### src/rtl/house_sensor_frontend.sv
// house_sensor_frontend: doorbell debounce/ring pulse, day/night hysteresis,
// and temperature conditioning for the house controller.
// Build option: define TEMP_AVG_EN to enable the 4-sample rounded temperature
// average; without it temp_req is the last valid temp_code, zero-extended.
module house_sensor_frontend #(
  parameter int unsigned DEBOUNCE_CYCLES  = 16,
  parameter int unsigned RING_HOLD_CYCLES = 8,
  parameter logic [11:0] DAY_ON           = 12'd800,
  parameter logic [11:0] DAY_OFF          = 12'd600
) (
  input  logic        clock,
  input  logic        reset,
  input  logic        door_btn,
  input  logic [11:0] lux,
  input  logic [7:0]  temp_code,
  input  logic        temp_valid,
  output logic        ring_req,
  output logic        isday,
  output logic [31:0] temp_req
);

  localparam int DB_W   = $clog2(DEBOUNCE_CYCLES + 1);
  localparam int RING_W = $clog2(RING_HOLD_CYCLES + 1);

  typedef enum logic [1:0] {
    IDLE         = 2'd0,
    PRESS_WAIT   = 2'd1,
    HELD         = 2'd2,
    RELEASE_WAIT = 2'd3
  } db_state_t;

  logic              sync_p0;
  logic              sync_p1;
  db_state_t         state;
  logic [DB_W-1:0]   db_cnt;
  logic [RING_W-1:0] ring_cnt;

  // Stage p0/p1: two-flop synchronizer for the asynchronous door contact
  always_ff @(posedge clock or negedge reset) begin
    if (!reset) begin
      sync_p0 <= 1'b0;
      sync_p1 <= 1'b0;
    end else begin
      sync_p0 <= door_btn;
      sync_p1 <= sync_p0;
    end
  end

  // Debounce FSM; only the PRESS_WAIT->HELD edge arms the ring counter, so a
  // bounce during release (RELEASE_WAIT->HELD) never yields a second pulse
  always_ff @(posedge clock or negedge reset) begin
    if (!reset) begin
      state    <= IDLE;
      db_cnt   <= '0;
      ring_cnt <= '0;
      ring_req <= 1'b0;
    end else begin
      ring_req <= (ring_cnt != '0);
      if (ring_cnt != '0) begin
        ring_cnt <= ring_cnt - RING_W'(1);
      end
      case (state)
        IDLE: begin
          if (sync_p1) begin
            state  <= PRESS_WAIT;
            db_cnt <= DB_W'(1);
          end else begin
            db_cnt <= '0;
          end
        end
        PRESS_WAIT: begin
          if (!sync_p1) begin
            state  <= IDLE;
            db_cnt <= '0;
          end else if (db_cnt == DB_W'(DEBOUNCE_CYCLES - 1)) begin
            state    <= HELD;
            db_cnt   <= '0;
            ring_cnt <= RING_W'(RING_HOLD_CYCLES);
          end else begin
            db_cnt <= db_cnt + DB_W'(1);
          end
        end
        HELD: begin
          if (!sync_p1) begin
            state  <= RELEASE_WAIT;
            db_cnt <= DB_W'(1);
          end
        end
        RELEASE_WAIT: begin
          if (sync_p1) begin
            state  <= HELD;
            db_cnt <= '0;
          end else if (db_cnt == DB_W'(DEBOUNCE_CYCLES - 1)) begin
            state  <= IDLE;
            db_cnt <= '0;
          end else begin
            db_cnt <= db_cnt + DB_W'(1);
          end
        end
        default: begin
          state  <= IDLE;
          db_cnt <= '0;
        end
      endcase
    end
  end

  // Day/night flag with hysteresis band between DAY_OFF and DAY_ON
  always_ff @(posedge clock or negedge reset) begin
    if (!reset) begin
      isday <= 1'b0;
    end else if (lux >= DAY_ON) begin
      isday <= 1'b1;
    end else if (lux <= DAY_OFF) begin
      isday <= 1'b0;
    end
  end

`ifdef TEMP_AVG_EN
  logic [3:0][7:0] win_p0;
  logic [2:0]      fill_p0;
  logic [2:0]      fill_nxt;
  logic [9:0]      sum_nxt;

  // Round-half-up divide by four; 10 bits hold 4*255+2 without overflow
  function automatic logic [7:0] round_avg4(input logic [9:0] sum);
    logic [9:0] biased;
    biased = sum + 10'd2;
    return biased[9:2];
  endfunction

  // Window sum as it will be after the incoming sample displaces the oldest
  always_comb begin
    sum_nxt  = 10'(temp_code) + 10'(win_p0[0]) + 10'(win_p0[1]) + 10'(win_p0[2]);
    fill_nxt = (fill_p0 == 3'd4) ? 3'd4 : fill_p0 + 3'd1;
  end

  // Stage p0: sample window shift and output update on each valid sample
  always_ff @(posedge clock or negedge reset) begin
    if (!reset) begin
      win_p0   <= '0;
      fill_p0  <= 3'd0;
      temp_req <= 32'd24;
    end else if (temp_valid) begin
      win_p0   <= {win_p0[2:0], temp_code};
      fill_p0  <= fill_nxt;
      temp_req <= (fill_nxt == 3'd4) ? {24'b0, round_avg4(sum_nxt)}
                                     : {24'b0, temp_code};
    end
  end
`else
  // Stage p0: capture each valid sample directly
  always_ff @(posedge clock or negedge reset) begin
    if (!reset) begin
      temp_req <= 32'd24;
    end else if (temp_valid) begin
      temp_req <= {24'b0, temp_code};
    end
  end
`endif

endmodule

### config.mk
export PLATFORM = sky130hd
export DESIGN_NAME = house_sensor_frontend
export DESIGN_NICKNAME = d
export VERILOG_FILES = /design/src/rtl/house_sensor_frontend.sv
export SDC_FILE = /design/constraint.sdc
export NUM_CORES = 1
export LEC_CHECK = 0
export CORE_ASPECT_RATIO = 1.25
export CORE_MARGIN = 2
export CORE_UTILIZATION = 41
export DETAILED_ROUTE_END_ITERATION = 10
export HOLD_SLACK_MARGIN = 0.1
export PLACE_DENSITY = 0.8
export SLEW_MARGIN = 5
export SYNTH_ARGS = -nofsm -noshare
export SYNTH_HDL_FRONTEND = slang
export SYNTH_SLANG_ARGS = --single-unit
### constraint.sdc
create_clock -name clock -period 1.9 [get_ports clock]
set_input_delay 0.38 -clock clock [delete_from_list [all_inputs] [get_ports clock]]
set_output_delay 0.38 -clock clock [all_outputs]
set_load 0.1 [all_outputs]
* Word-level counts from Yosys, hierarchy flattened *
Cells that the tools add are included.

word-level totals
  output and inout port bits = 34
  input port bits = 24
  register bits after elaboration = 23

operators by class
  multiplexer cells = 19
  reduce and logical (&&, ||, !) cells = 4
  equality and inequality tests = 8
  add/sub/neg operators = 2
  $lt $le $gt $ge = 2

operators by type and width
  cell                    number
  $mux W5                 4
  $pmux W5 S4             1
  $mux W4                 4
  $ge A12 B10 Y1 const B  1
  $le A12 B10 Y1 const B  1
  $mux W2                 6
  $pmux W2 S4             1
  $ne A3 B3 Y1 const B    2
  $add A5 B1 Y5 const B   1
  $eq A5 B4 Y1 const B    1
  $eq A2 B2 Y1 const B    2
  $ne A2 B2 Y1 const B    2
  $reduce_and A4 Y1       1
  $reduce_bool A4 Y1      1
  $sub A4 B1 Y4 const B   1
  $mux W1                 3
  $eq A2 B1 Y1 const B    1
  $logic_not A2 Y1        1
  $reduce_bool A2 Y1      1

* Logic depth before layout (Yosys ltp) *
  depth after elaboration = 5
  depth in mapped cells = 6
  mapped depth without buffers = 5

* Worst setup path before layout *
OpenSTA, ideal clock, no wires.

  path kind = flip-flop to flip-flop
  from = register isday (netlist name)
  to = register isday
  cell stages (with the launch flop) = 4
  period minus slack after synthesis = 1.558 ns
  slack = 0.342 ns
  data arrival time = 1.427 ns
  data required time = 1.769 ns
  path buffers = 0
  path through = dfrtp_1 -> or4_1 -> o211ai_1 -> o21ai_0

RTL lines
  element               line  source
  to (signal assigned)  111   isday <= 1'b0;
  to (signal assigned)  113   isday <= 1'b1;
  to (signal assigned)  115   isday <= 1'b0;
  to (decl)             18    output logic isday,

* Final worst setup path *
  from = register ring_cnt[0]
  to = register ring_cnt[0]

between the ends
  word-level cells in the longest chain between the ends = 5
  elaborated cells between the ends (all ways) = 6
  those cells by class = add/sub: 1; mux: 4; reduce/logical: 1

RTL lines
  element                                                     line    source
  from (decl)                                                 36      logic [RING_W-1:0] ring_cnt;
  from (signal assigned)                                      60      ring_cnt <= ring_cnt - RING_W'(1);
  from (signal assigned)                                      78      ring_cnt <= RING_W'(RING_HOLD_CYCLES);
  $sub A4 B1 Y4 / $reduce_bool A4 Y1 (equally long branches)  60, 59
  $mux W4 *                                                   59      if (ring_cnt != '0) begin
  $mux W4                                                     75      end else if (db_cnt == DB_W'(DEBOUNCE_CYCLES - 1)) begin
  $mux W4                                                     72      if (!sync_p1) begin
  $mux W4 *                                                   62      case (state)

Mark *: on every way between the ends. The rest lies on a longest branch, timed or not.
A chain may end at the register's enable or synchronous reset.

==> impl_metrics.tcl <==
set metrics [dict create \
    powerDensity_nw_per_um2 1010 \
    place.gp.congestion 0.835 \
    postCtsResizedCells 0 \
    rsz0062_at_grt "no" \
    skew_ps 0.885 \
    synthMuxAreaShare 0.0805 \
    cts_hold_buf 0 \
    finalCritPeriodShare 0.774 \
    fmax_mhz 680 \
    yosys.area_share.simple 0.149 \
    arrival_ps 1660 \
    reg2reg_from "ring_cnt[0]" \
    post-route-min-period_ps 1470 \
    syn-cell-area_um2 1260 \
    yosys_warnings 0 \
    clk_latency_ps 300 \
    power_leakage_nw 0.702 \
    gr-total-overflow 0 \
    vias 894 \
    syn-instance-count 115 \
    postCtsSetupRepairBufs 0 \
    drt_wl_total_um 2270 \
    layout_common_cells "conb_1, clkdlybuf4s50_1, dfrtp_1" \
    grt_max_degree 24 \
    cts.clk_slew.worst_paths_ps 120 \
    cp-start-kind "flip-flop" \
    intPower_mw 0.855 \
    cp.required_ps 2090 \
    end_kind "flip-flop" \
    cp-startpoint "ring_cnt[0]" \
    synth_top_family_by_area "buffers and inverters" \
    synth-compound-area-share 0.0934 \
    nFillCells 260 \
    ant_nets 0 \
    h-tree-depth 1 \
    setup_violations 0 \
    hpwl_um 1880 \
    fin_nets 174 \
    hold_path.class "reg -> reg" \
    status "finished clean" \
    area_growth_pct 23.9 \
    antennaDiodeCount 0 \
    num_rows 22 \
    irDropWorstVdd_mv 0.705 \
    die_area_um2 3530 \
    clock_power_share 0.140 \
    drc_errors 0 \
    final.setup.tns_ps 0 \
    criticalPathCategory "reg -> reg" \
    post_drt_via_cell_ratio 4.89 \
    ff_latch_area_um2 578 \
    p_comb_frac 0.465 \
    root_buffer "clkbuf_4" \
    io_buffers 33 \
    p_sw_mw 0.721 \
    swShare 0.458 \
    io_pins 58 \
    cts_made_buffers 3 \
    pwr-share-seq 0.395 \
    ys_types 37 \
    cts_tree "yes" \
    ys_seq_area_frac 0.459 \
    multi_input_comb_area_um2 548 \
    min-delay-start "sync_p0" \
    fp.dieW_um 53.6 \
    avgSynthCellArea_um2 10.9 \
    synth-xor-area-share 0.0209 \
    drt_iter0_markers 6 \
    hold_violations 0 \
    hold_slack_ps 363 \
    synthAdderAreaFrac 0.0199 \
    grt_pass1_wl_um 3460 \
    grt_usage 0.135 \
    utilization 0.529 \
    antenna_found_initial 0 \
    drive_gt1_frac 0.184 \
    place_ws_ps 202 \
    layout_commonest_cell "conb_1" \
    start_util 0.427 \
    grt_pass1_vias 784 \
    path_max_fanout 4 \
    dieHeight_um 66.0 \
    core_um2 2950 \
    maxCapViolations 0 \
    maxSlewViolCount 0 \
    post_drt_wl_per_cell_um 12.4 \
    clock-sinks 23 \
    first_pass_iters 4 \
    cts_buffer_depth 2 \
    setup_ws_ps 430 \
    ys_seq_elements 23 \
]
==> sequential cells by signal, summed over array words and instances (netlist names), named ones only <==
signal and count:
isday 1, db_cnt 5, sync_p1 1, ring_req 1
ring_cnt 4, sync_p0 1, temp_req 8, state 1
==> metal layers <==
metal	track usage	up-vias	part of all wire
met3	0.0339	4	0.085
met1	0.157	431	0.37
met5	0	-	0
met4	0.0385	0	0.0088
met2	0.239	40	0.54
li1	-	419	-
==> critical path, cell delays in order, from the launching register on <==
cell	delay, ps
dfrtp_1	420
inv_1	60
ha_1	190
or3b_1	440
xnor2_1	200
nor2_1	60
==> synthesized netlist by cell type <==
cell | n | share of area
buf_4 | 25 | 0.15
dfrtp_1 | 21 | 0.42
mux2_2 | 9 | 0.081
nand3_1 | 5 | 0.020
buf_2 | 4 | 0.016
nand3b_1 | 4 | 0.024
o21ai_0 | 4 | 0.016
and4b_1 | 3 | 0.024
inv_1 | 3 | 0.0089
nor2_1 | 3 | 0.0089
a21oi_1 | 2 | 0.0080
dfstp_2 | 2 | 0.042
ha_1 | 2 | 0.020
nand2_1 | 2 | 0.0060
nand2b_1 | 2 | 0.0099
nor2b_1 | 2 | 0.0099
xor2_1 | 2 | 0.014
a211o_1 | 1 | 0.0070
a211oi_2 | 1 | 0.0099
a21boi_0 | 1 | 0.0060
a311oi_1 | 1 | 0.0070
a31oi_1 | 1 | 0.0050
and2_1 | 1 | 0.0050
conb_1 | 1 | 0.0030
nand4b_1 | 1 | 0.0070
nor3_1 | 1 | 0.0040
nor3_2 | 1 | 0.0080
nor4_1 | 1 | 0.0050
o211a_1 | 1 | 0.0080
o211ai_1 | 1 | 0.0060
o21a_1 | 1 | 0.0060
o221ai_1 | 1 | 0.0070
o311a_1 | 1 | 0.0080
or3_1 | 1 | 0.0050
or3b_1 | 1 | 0.0070
or4_1 | 1 | 0.0060
xnor2_1 | 1 | 0.0070
==> path summary, 6_finish.rpt <==
kind                                to  slack [ps]  depth (start not counted)
hold / removal                 sync_p1         360                          0
max in group asynchronous  temp_req[3]        1210                          2
min in group asynchronous    db_cnt[0]         410                          2
setup / recovery           ring_cnt[0]         430                          5
setup reg to reg           ring_cnt[0]         430                          5
hold reg to reg                sync_p1         360                          0
==> final cells by class <==
type / count / area share
clock buffers: 4 / 0.0169
inverters: 3 / 0.00722
multi-input cells: 83 / 0.352
flip-flops and latches: 23 / 0.371
well taps: 36 / 0.0289
repair buffers: 34 / 0.225
==> cell families after synthesis <==
| kind of cell | Yosys count |
|---|---|
| flip-flops | 23 |
| multiplexers | 9 |
| adder cells (fa/ha/maj) | 2 |
| AO/OA/AOI/OAI | 16 |
| AND/OR/NAND/NOR | 29 |
| XOR/XNOR | 3 |
| other | 1 |
| buffers and inverters | 32 |
==> per-stage QoR <==
step | instances | total power, mW | instance area [um^2]
floorplan | 138 | 1.25 | 1350
global placement | 179 | 1.34 | 1530
detailed placement | 179 | 1.37 | 1530
CTS | 183 | 1.59 | 1560
global route | 183 | 1.65 | 1560
finish | 183 | 1.58 | 1560
==> power groups by stage <==
stage	combinational, mW	clock (mW)	sequential [mW]
5_1_grt	0.773	0.243	0.634
3_3_place_gp	0.712	0	0.628
4_1_cts	0.742	0.225	0.624
6_report	0.733	0.220	0.623
3_5_place_dp	0.740	0	0.634
2_1_floorplan	0.433	0	0.815
Power figures use the tool's default switching activity.
